$ cat src/rtl/clock_pkg.sv
// Shared definitions for the BCD hours:minutes:seconds clock.
// Mode encodings and per-digit BCD limits.
package clock_pkg;

    typedef enum logic [1:0] {
        MODE_RUN     = 2'd0,
        MODE_SET_HR  = 2'd1,
        MODE_SET_MIN = 2'd2
    } mode_e;

    localparam logic [3:0] DIG_MAX  = 4'd9;
    localparam logic [3:0] TENS_MAX = 4'd5;
    localparam logic [3:0] HR_MAX_T = 4'd2;
    localparam logic [3:0] HR_MAX_U = 4'd3;

endpackage

$ cat src/rtl/bcd_digit_pair.sv
// Two-digit BCD counter with a programmable wrap value and synchronous clear.
// carry_o is combinational so pairs can chain within a single clock cycle.
module bcd_digit_pair
    import clock_pkg::*;
(
    input  logic       clk,
    input  logic       rst_n,
    input  logic       inc_i,
    input  logic       clr_i,
    input  logic [3:0] wrap_t_i,
    input  logic [3:0] wrap_u_i,
    output logic [3:0] tens_o,
    output logic [3:0] units_o,
    output logic       carry_o
);

    logic [3:0] tens_q, tens_d;
    logic [3:0] units_q, units_d;
    logic       at_wrap;

    assign at_wrap = (tens_q == wrap_t_i) && (units_q == wrap_u_i);

    always_comb begin
        tens_d  = tens_q;
        units_d = units_q;
        carry_o = 1'b0;
        if (clr_i) begin
            tens_d  = '0;
            units_d = '0;
        end else if (inc_i) begin
            // The wrap test precedes the units rollover so 23 -> 00 wins over 23 -> 24.
            if (at_wrap) begin
                tens_d  = '0;
                units_d = '0;
                carry_o = 1'b1;
            end else if (units_q == DIG_MAX) begin
                units_d = '0;
                tens_d  = tens_q + 4'd1;
            end else begin
                units_d = units_q + 4'd1;
            end
        end
    end

    always_ff @(posedge clk or negedge rst_n) begin
        if (!rst_n) begin
            tens_q  <= '0;
            units_q <= '0;
        end else begin
            tens_q  <= tens_d;
            units_q <= units_d;
        end
    end

    assign tens_o  = tens_q;
    assign units_o = units_q;

endmodule

$ cat src/rtl/bcd_hms_clock.sv
// Time-of-day source: packed BCD hh:mm:ss driven by a second prescaler,
// with key-driven hour/minute set modes.
module bcd_hms_clock
    import clock_pkg::*;
#(
    parameter int unsigned T1S = 50_000_000
) (
    input  logic        clk,
    input  logic        rst_n,
    input  logic        key_mode,
    input  logic        key_inc,
    output logic [23:0] data,
    output logic [1:0]  mode,
    output logic        sec_tick
);

    localparam int unsigned PW = (T1S > 2) ? $clog2(T1S) : 1;
    localparam logic [PW-1:0] PRESC_LAST = PW'(T1S - 1);

    mode_e         state_q, state_d;
    logic [PW-1:0] presc_q, presc_d;
    logic          sec_tick_q, sec_tick_d;

    logic          is_run, is_set_hr, is_set_min;
    logic          tick, run_tick;
    logic          set_inc;
    logic          sec_inc, sec_clr, min_inc, hr_inc;
    logic          sec_carry, min_carry;
    logic [3:0]    sec_t, sec_u, min_t, min_u, hr_t, hr_u;

    assign is_run     = (state_q == MODE_RUN);
    assign is_set_hr  = (state_q == MODE_SET_HR);
    assign is_set_min = (state_q == MODE_SET_MIN);

    assign tick     = is_run && (presc_q == PRESC_LAST);
    // A mode change in the same cycle discards the tick and any key_inc.
    assign run_tick = tick && !key_mode;
    assign set_inc  = key_inc && !key_mode;

    assign sec_inc = run_tick;
    assign sec_clr = is_set_min && key_mode;
    assign min_inc = is_run ? sec_carry : (is_set_min && set_inc);
    assign hr_inc  = is_run ? min_carry : (is_set_hr && set_inc);

    always_comb begin
        state_d    = state_q;
        presc_d    = '0;
        sec_tick_d = 1'b0;
        unique case (state_q)
            MODE_RUN: begin
                if (key_mode) begin
                    state_d = MODE_SET_HR;
                end else begin
                    presc_d    = tick ? '0 : presc_q + 1'b1;
                    sec_tick_d = tick;
                end
            end
            MODE_SET_HR: begin
                if (key_mode) state_d = MODE_SET_MIN;
            end
            MODE_SET_MIN: begin
                if (key_mode) state_d = MODE_RUN;
            end
            default: state_d = MODE_RUN;
        endcase
    end

    always_ff @(posedge clk or negedge rst_n) begin
        if (!rst_n) begin
            state_q    <= MODE_RUN;
            presc_q    <= '0;
            sec_tick_q <= 1'b0;
        end else begin
            state_q    <= state_d;
            presc_q    <= presc_d;
            sec_tick_q <= sec_tick_d;
        end
    end

    bcd_digit_pair u_sec (
        .clk      (clk),
        .rst_n    (rst_n),
        .inc_i    (sec_inc),
        .clr_i    (sec_clr),
        .wrap_t_i (TENS_MAX),
        .wrap_u_i (DIG_MAX),
        .tens_o   (sec_t),
        .units_o  (sec_u),
        .carry_o  (sec_carry)
    );

    bcd_digit_pair u_min (
        .clk      (clk),
        .rst_n    (rst_n),
        .inc_i    (min_inc),
        .clr_i    (1'b0),
        .wrap_t_i (TENS_MAX),
        .wrap_u_i (DIG_MAX),
        .tens_o   (min_t),
        .units_o  (min_u),
        .carry_o  (min_carry)
    );

    bcd_digit_pair u_hr (
        .clk      (clk),
        .rst_n    (rst_n),
        .inc_i    (hr_inc),
        .clr_i    (1'b0),
        .wrap_t_i (HR_MAX_T),
        .wrap_u_i (HR_MAX_U),
        .tens_o   (hr_t),
        .units_o  (hr_u),
        .carry_o  ()
    );

    assign data     = {hr_t, hr_u, min_t, min_u, sec_t, sec_u};
    assign mode     = state_q;
    assign sec_tick = sec_tick_q;

endmodule

$ cat config.mk
export PLATFORM = sky130hd
export DESIGN_NAME = bcd_hms_clock
export DESIGN_NICKNAME = d
export VERILOG_FILES = /design/src/rtl/clock_pkg.sv /design/src/rtl/bcd_digit_pair.sv /design/src/rtl/bcd_hms_clock.sv
export SDC_FILE = /design/constraint.sdc
export NUM_CORES = 1
export LEC_CHECK = 0
export CORE_ASPECT_RATIO = 0.8
export CORE_MARGIN = 2
export CORE_UTILIZATION = 50
export CTS_CLUSTER_DIAMETER = 60
export DETAILED_ROUTE_END_ITERATION = 12
export PLACE_DENSITY = 0.72
export REMOVE_ABC_BUFFERS = 1
export SETUP_SLACK_MARGIN = 0.2
export SYNTH_ARGS = -nofsm -noshare
export SYNTH_HDL_FRONTEND = slang
export SYNTH_SLANG_ARGS = --single-unit
$ cat constraint.sdc
create_clock -name clk -period 3 [get_ports clk]
set_input_delay 0.3 -clock clk [delete_from_list [all_inputs] [get_ports clk]]
set_output_delay 0.3 -clock clk [all_outputs]
set_load 0.02 [all_outputs]
**Word-level counts from Yosys, hierarchy flattened**

Cells that the tools add are included.

- Reduce and logical (&&, ||, !) cells: 19
- Muxes and demuxes: 32
- Eq/ne operators: 13
- Add/sub/neg operators: 7

Operators by type and width:

| kind | count |
|---|---|
| $mux W26 | 3 |
| $mux W4 | 16 |
| $add A26 B1 Y26 const B | 1 |
| $eq A26 B26 Y1 const B | 1 |
| $add A4 B1 Y4 const B | 6 |
| $eq A4 B4 Y1 const B | 3 |
| $logic_and A1 B1 Y1 | 9 |
| $mux W1 | 9 |
| $eq A4 B2 Y1 const B | 2 |
| $eq A4 B3 Y1 const B | 2 |
| $mux W2 | 3 |
| $ne A2 B2 Y1 const B | 3 |
| $pmux W2 S3 | 1 |
| $reduce_and A2 Y1 | 3 |
| $reduce_bool A2 Y1 | 3 |
| $reduce_and A3 Y1 | 1 |
| $reduce_bool A3 Y1 | 1 |
| $eq A2 B1 Y1 const B | 1 |
| $eq A2 B2 Y1 const B | 1 |
| $logic_not A2 Y1 | 1 |
| $logic_not A1 Y1 | 1 |

- Register bits: 53
- Input port bits: 4
- Word-level logic and storage cells: 80
- Output and inout bits: 27

**Depth between registers and ports, before layout**

- Depth in word-level cells: 9
- Gate-level depth with buffers: 9
- Depth with buffers taken out: 7

**By module**

From an unflattened synthesis, not the netlist that was laid out.

- Cells, all modules: 381
- Area, all modules: 3433.3 sq um

By module, submodules not included:

| module | cells each | instances | area an instance (sq um) |
|---|---|---|---|
| bcd_digit_pair | 71 | 3 | 628.1 |
| bcd_hms_clock | 168 | 1 | 1549.0 |

**Worst setup path before layout**

Ideal clock, no wire load.

- Path kind: register to register
- Start: register presc_q[0]
- End: register u_hr.units_q[0] (netlist: u_hr.units_o[0])
- Period minus slack after synthesis: 2.293 ns
- Arrival: 2.168 ns
- Slack: 0.707 ns
- Cell stages (with the launch flop): 8
- Setup time: 0.125 ns
- Path buffers: 1
- Required time: 2.875 ns
- Path through: dfrtp_1 -> ha_1 -> nand4_2 -> or4_4 -> buf_6 -> nor4_4 -> nor2_1 -> mux2_2

- Word-level cells in the longest chain between the ends: 8

RTL lines:

| what | RTL line | RTL |
|---|---|---|
| start, declared | bcd_hms_clock.sv:21 | `logic [PW-1:0] presc_q, presc_d;` |
| start signal, assigned | bcd_hms_clock.sv:75 | `presc_q <= presc_d;` |
| $eq A26 B26 Y1 | bcd_hms_clock.sv:35 | `assign tick = is_run && (presc_q == PRESC_LAST);` |
| $logic_and A1 B1 Y1 | bcd_hms_clock.sv:35 |  |
| $logic_and A1 B1 Y1 | bcd_hms_clock.sv:37 | `assign run_tick = tick && !key_mode;` |
| $mux W1 | bcd_digit_pair.sv:30 | `end else if (inc_i) begin` |
| $mux W1 | bcd_digit_pair.sv:27 | `if (clr_i) begin` |
| $mux W1 | bcd_hms_clock.sv:42 | `assign min_inc = is_run ? sec_carry : (is_set_min && set_inc);` |
| $mux W1 | bcd_digit_pair.sv:30 |  |
| $mux W1 | bcd_hms_clock.sv:43 | `assign hr_inc = is_run ? min_carry : (is_set_hr && set_inc);` |
| end signal, assigned | bcd_digit_pair.sv:51 | `units_q <= units_d;` |
| end, declared | bcd_digit_pair.sv:18 | `logic [3:0] units_q, units_d;` |

No other way between the ends.
A chain may end at the register's enable or synchronous reset.

**Worst setup path in the final report**

Same ends and word-level chain as after synthesis.

==> impl_metrics.ini <==
[final_layout]
layout.cells.non_filler = 416
num_antenna_cells = 0
final_layout_size_suffix_gt1_share_pct = 9.76
nets = 353
syn2layout_area_growth_pct = 18.0

[setup_path]
crit_path_max_fanout = 8
worstRegToRegCells = 6
worstPathArrival_ns = 2.64
r2r-end = u_hr.units_o[0]
ff2ff_setup_slack_ns = 0.56
critPathCaptureType = register
cp-start-kind = register
r2r-start = presc_q[0]
critPathRequiredTime_ns = 3.20
path_class = register to register

[cts]
cts_tree = built
post-cts-setup-buffer-count = 0
clk_latency_ns = 0.31
cts.path.max_buffers = 2
cts_buffers = 5
cts_max_level = 2
cts_root_buf = clkbuf_8
cts_sinks = 53
cts.reportedPaths.clkPinSlew_ns = 0.09
cts_resized = 0

[drt]
ant_nets = 0
drc = 0
vias_per_cell = 5.45
dr.pass1.iters = 4
wl_mm = 5.87
vias = 2266
drtIter0Drc = 121
routedWlPerCell_um = 14.1

[synth]
synth-edff-count = 0
yosysMostFrequentCell = dfrtp_1
synth_seq_cells = 53
post_synth_num_cell_types = 50
yosysWarnings = 0
async_flop_share_pct = 100
synth.area.top_cells = dfrtp_1 (45%), nor2_1 (6.3%), xor2_1 (5.4%)
yosys.area.top_type_share_pct = 45.2
synth_area_um2 = 2930
syn_inst = 300
yosysSeqAreaShare_pct = 45.2
synth_ff_type = dfrtp_1
synth_common_cells = dfrtp_1 (53), nor2_1 (49), xor2_1 (18), nand2_1 (17), nand3_1 (14)
syn_avg_cell_area_um2 = 9.78
synth_top_cell_by_area = dfrtp_1

[die]
die_h_um = 72.5
start_util_pct = 52.8
die_x_um = 89.6
die-area_um2 = 6500
num_rows = 24
ios = 31
core-area_um2 = 5560

[job]
maxCapViolations = 0

[placement]
dpl.hpwl_mm = 4.21
port_buffers = 30
routabilityCongestion = 0.916
dp_cells = 408
post-place-ws_ns = 0.568

[timing]
fin_tns_setup_ns = 0
whs_ns = 0.452
final.setup_skew_ns = 0.00610
finalCritPeriodShare_pct = 81.4
setup_violations = 0
final.min_clock_period_ns = 2.44
maxSlewViolCount = 0
fmax_ghz = 0.409
worst_pin_slew_ns = 0.507
finalHoldViolCount = 0
worst_slack_ns = 0.558
relSlewSlack_pct = 66.1
rsz0062_at_grt = false

[grt]
grt.total_usage_pct = 19.6
overflow = 0
antenna_found_initial = 0
grt_pass1_wl_mm = 9.89
grt_pass1_vias = 2083
grt_max_degree = 37

[status]
status = completed

[power_and_ir_drop]
power.total_mw = 2.03
ir_drop_uv = 319
leakage_nw = 1.44
power.density_nw_per_um2 = 587

[min_path]
hp-class = primary input to asynchronous set/reset pin
[kinds of logic after synthesis]
| logic type | synth area share (%) |
|---|---|
| adder cells (fa/ha/maj) | 4.69 |
| XOR/XNOR | 8.06 |
| multiplexers | 4.48 |
| AO/OA/AOI/OAI | 7.46 |
| buffers and inverters | 2.98 |
| AND/OR/NAND/NOR | 27.1 |
| flip-flops | 45.2 |
[repair_timing]
action | CTS | global route
hold buffers | 1 | 0
hold endpoints to repair | 17 | 0
setup endpoints to repair | 0 | 0
[state kept, by name, indices dropped and copies added, names as in the netlist]
register       cells
presc_q           26
u_min.tens_o       4
sec_tick           1
u_min.units_o      4
mode               2
u_hr.tens_o        4
u_hr.units_o       4
u_sec.units_o      4
u_sec.tens_o       4
[final cells by class]
type                            count  area [um2]
Clock inverter                      2        35.0
Fill cell                         488        2090
Timing Repair Buffer               39         365
Tap cell                           78        97.6
Clock buffer                        5        68.8
Inverter                           13        48.8
Sequential cell                    53        1330
Multi-Input combinational cell    226        1520
[power by group]
group          internal [mW]  switching [mW]  leakage (nW)
Clock                  0.243           0.233        0.0540
Sequential             0.799           0.131         0.715
Combinational          0.294           0.332         0.673
[worst max-delay path: stages (launching register included)]
cell	delay [ns]
dfrtp_1	0.41
ha_1	0.23
nand4_2	0.17
or4_4	0.62
nor4_4	0.44
nor2_1	0.16
mux2_2	0.30
[worst max-delay path by stage]
stage | from | to | slack [ns] | cells after the start
after floorplan | presc_q[0] | u_hr.units_o[0] | 0.74 | 6
after global placement | presc_q[0] | u_hr.units_o[0] | 0.62 | 6
after detailed placement | presc_q[0] | u_hr.units_o[0] | 0.57 | 6
after CTS | presc_q[0] | u_hr.units_o[0] | 0.54 | 6
after global routing | presc_q[0] | u_sec.tens_o[3] | 0.37 | 6
final | presc_q[0] | u_hr.units_o[0] | 0.56 | 6
[metal layers]
metal | wire length (um) | track usage, %
met4 | 57 | 5.14
met3 | 210 | 4.10
met1 | 3070 | 29.9
met5 | 0 | 0
met2 | 2530 | 28.5
[through the flow]
step                      util (%)  instance area (um2)
after detailed placement      60.3                 3350
after CTS                     62.3                 3460
after global routing          62.3                 3460
after global placement        60.3                 3350
final                         62.3                 3460
after floorplan                  -                 2900
[cell usage in the layout (no fill, tap or decap), drive strengths merged, types with 2 or more instances in the layout]
master,instances
a211oi,2
a21oi,13
and2,4
and3,5
and4,3
buf,9
clkbuf,5
clkdlybuf4s50,29
dfrtp,53
ha,11
inv,13
mux2,9
mux2i,3
nand2,17
nand2b,2
nand3,14
nand4,14
nor2,49
nor2b,2
nor3,7
nor3b,2
nor4,5
nor4b,2
nor4bb,3
o211ai,2
o21ai,5
o22a,2
o2bb2ai,2
or3,3
or4,3
or4b,2
xnor2,9
xor2,18
Note: power is estimated with default switching activity, not from simulation.
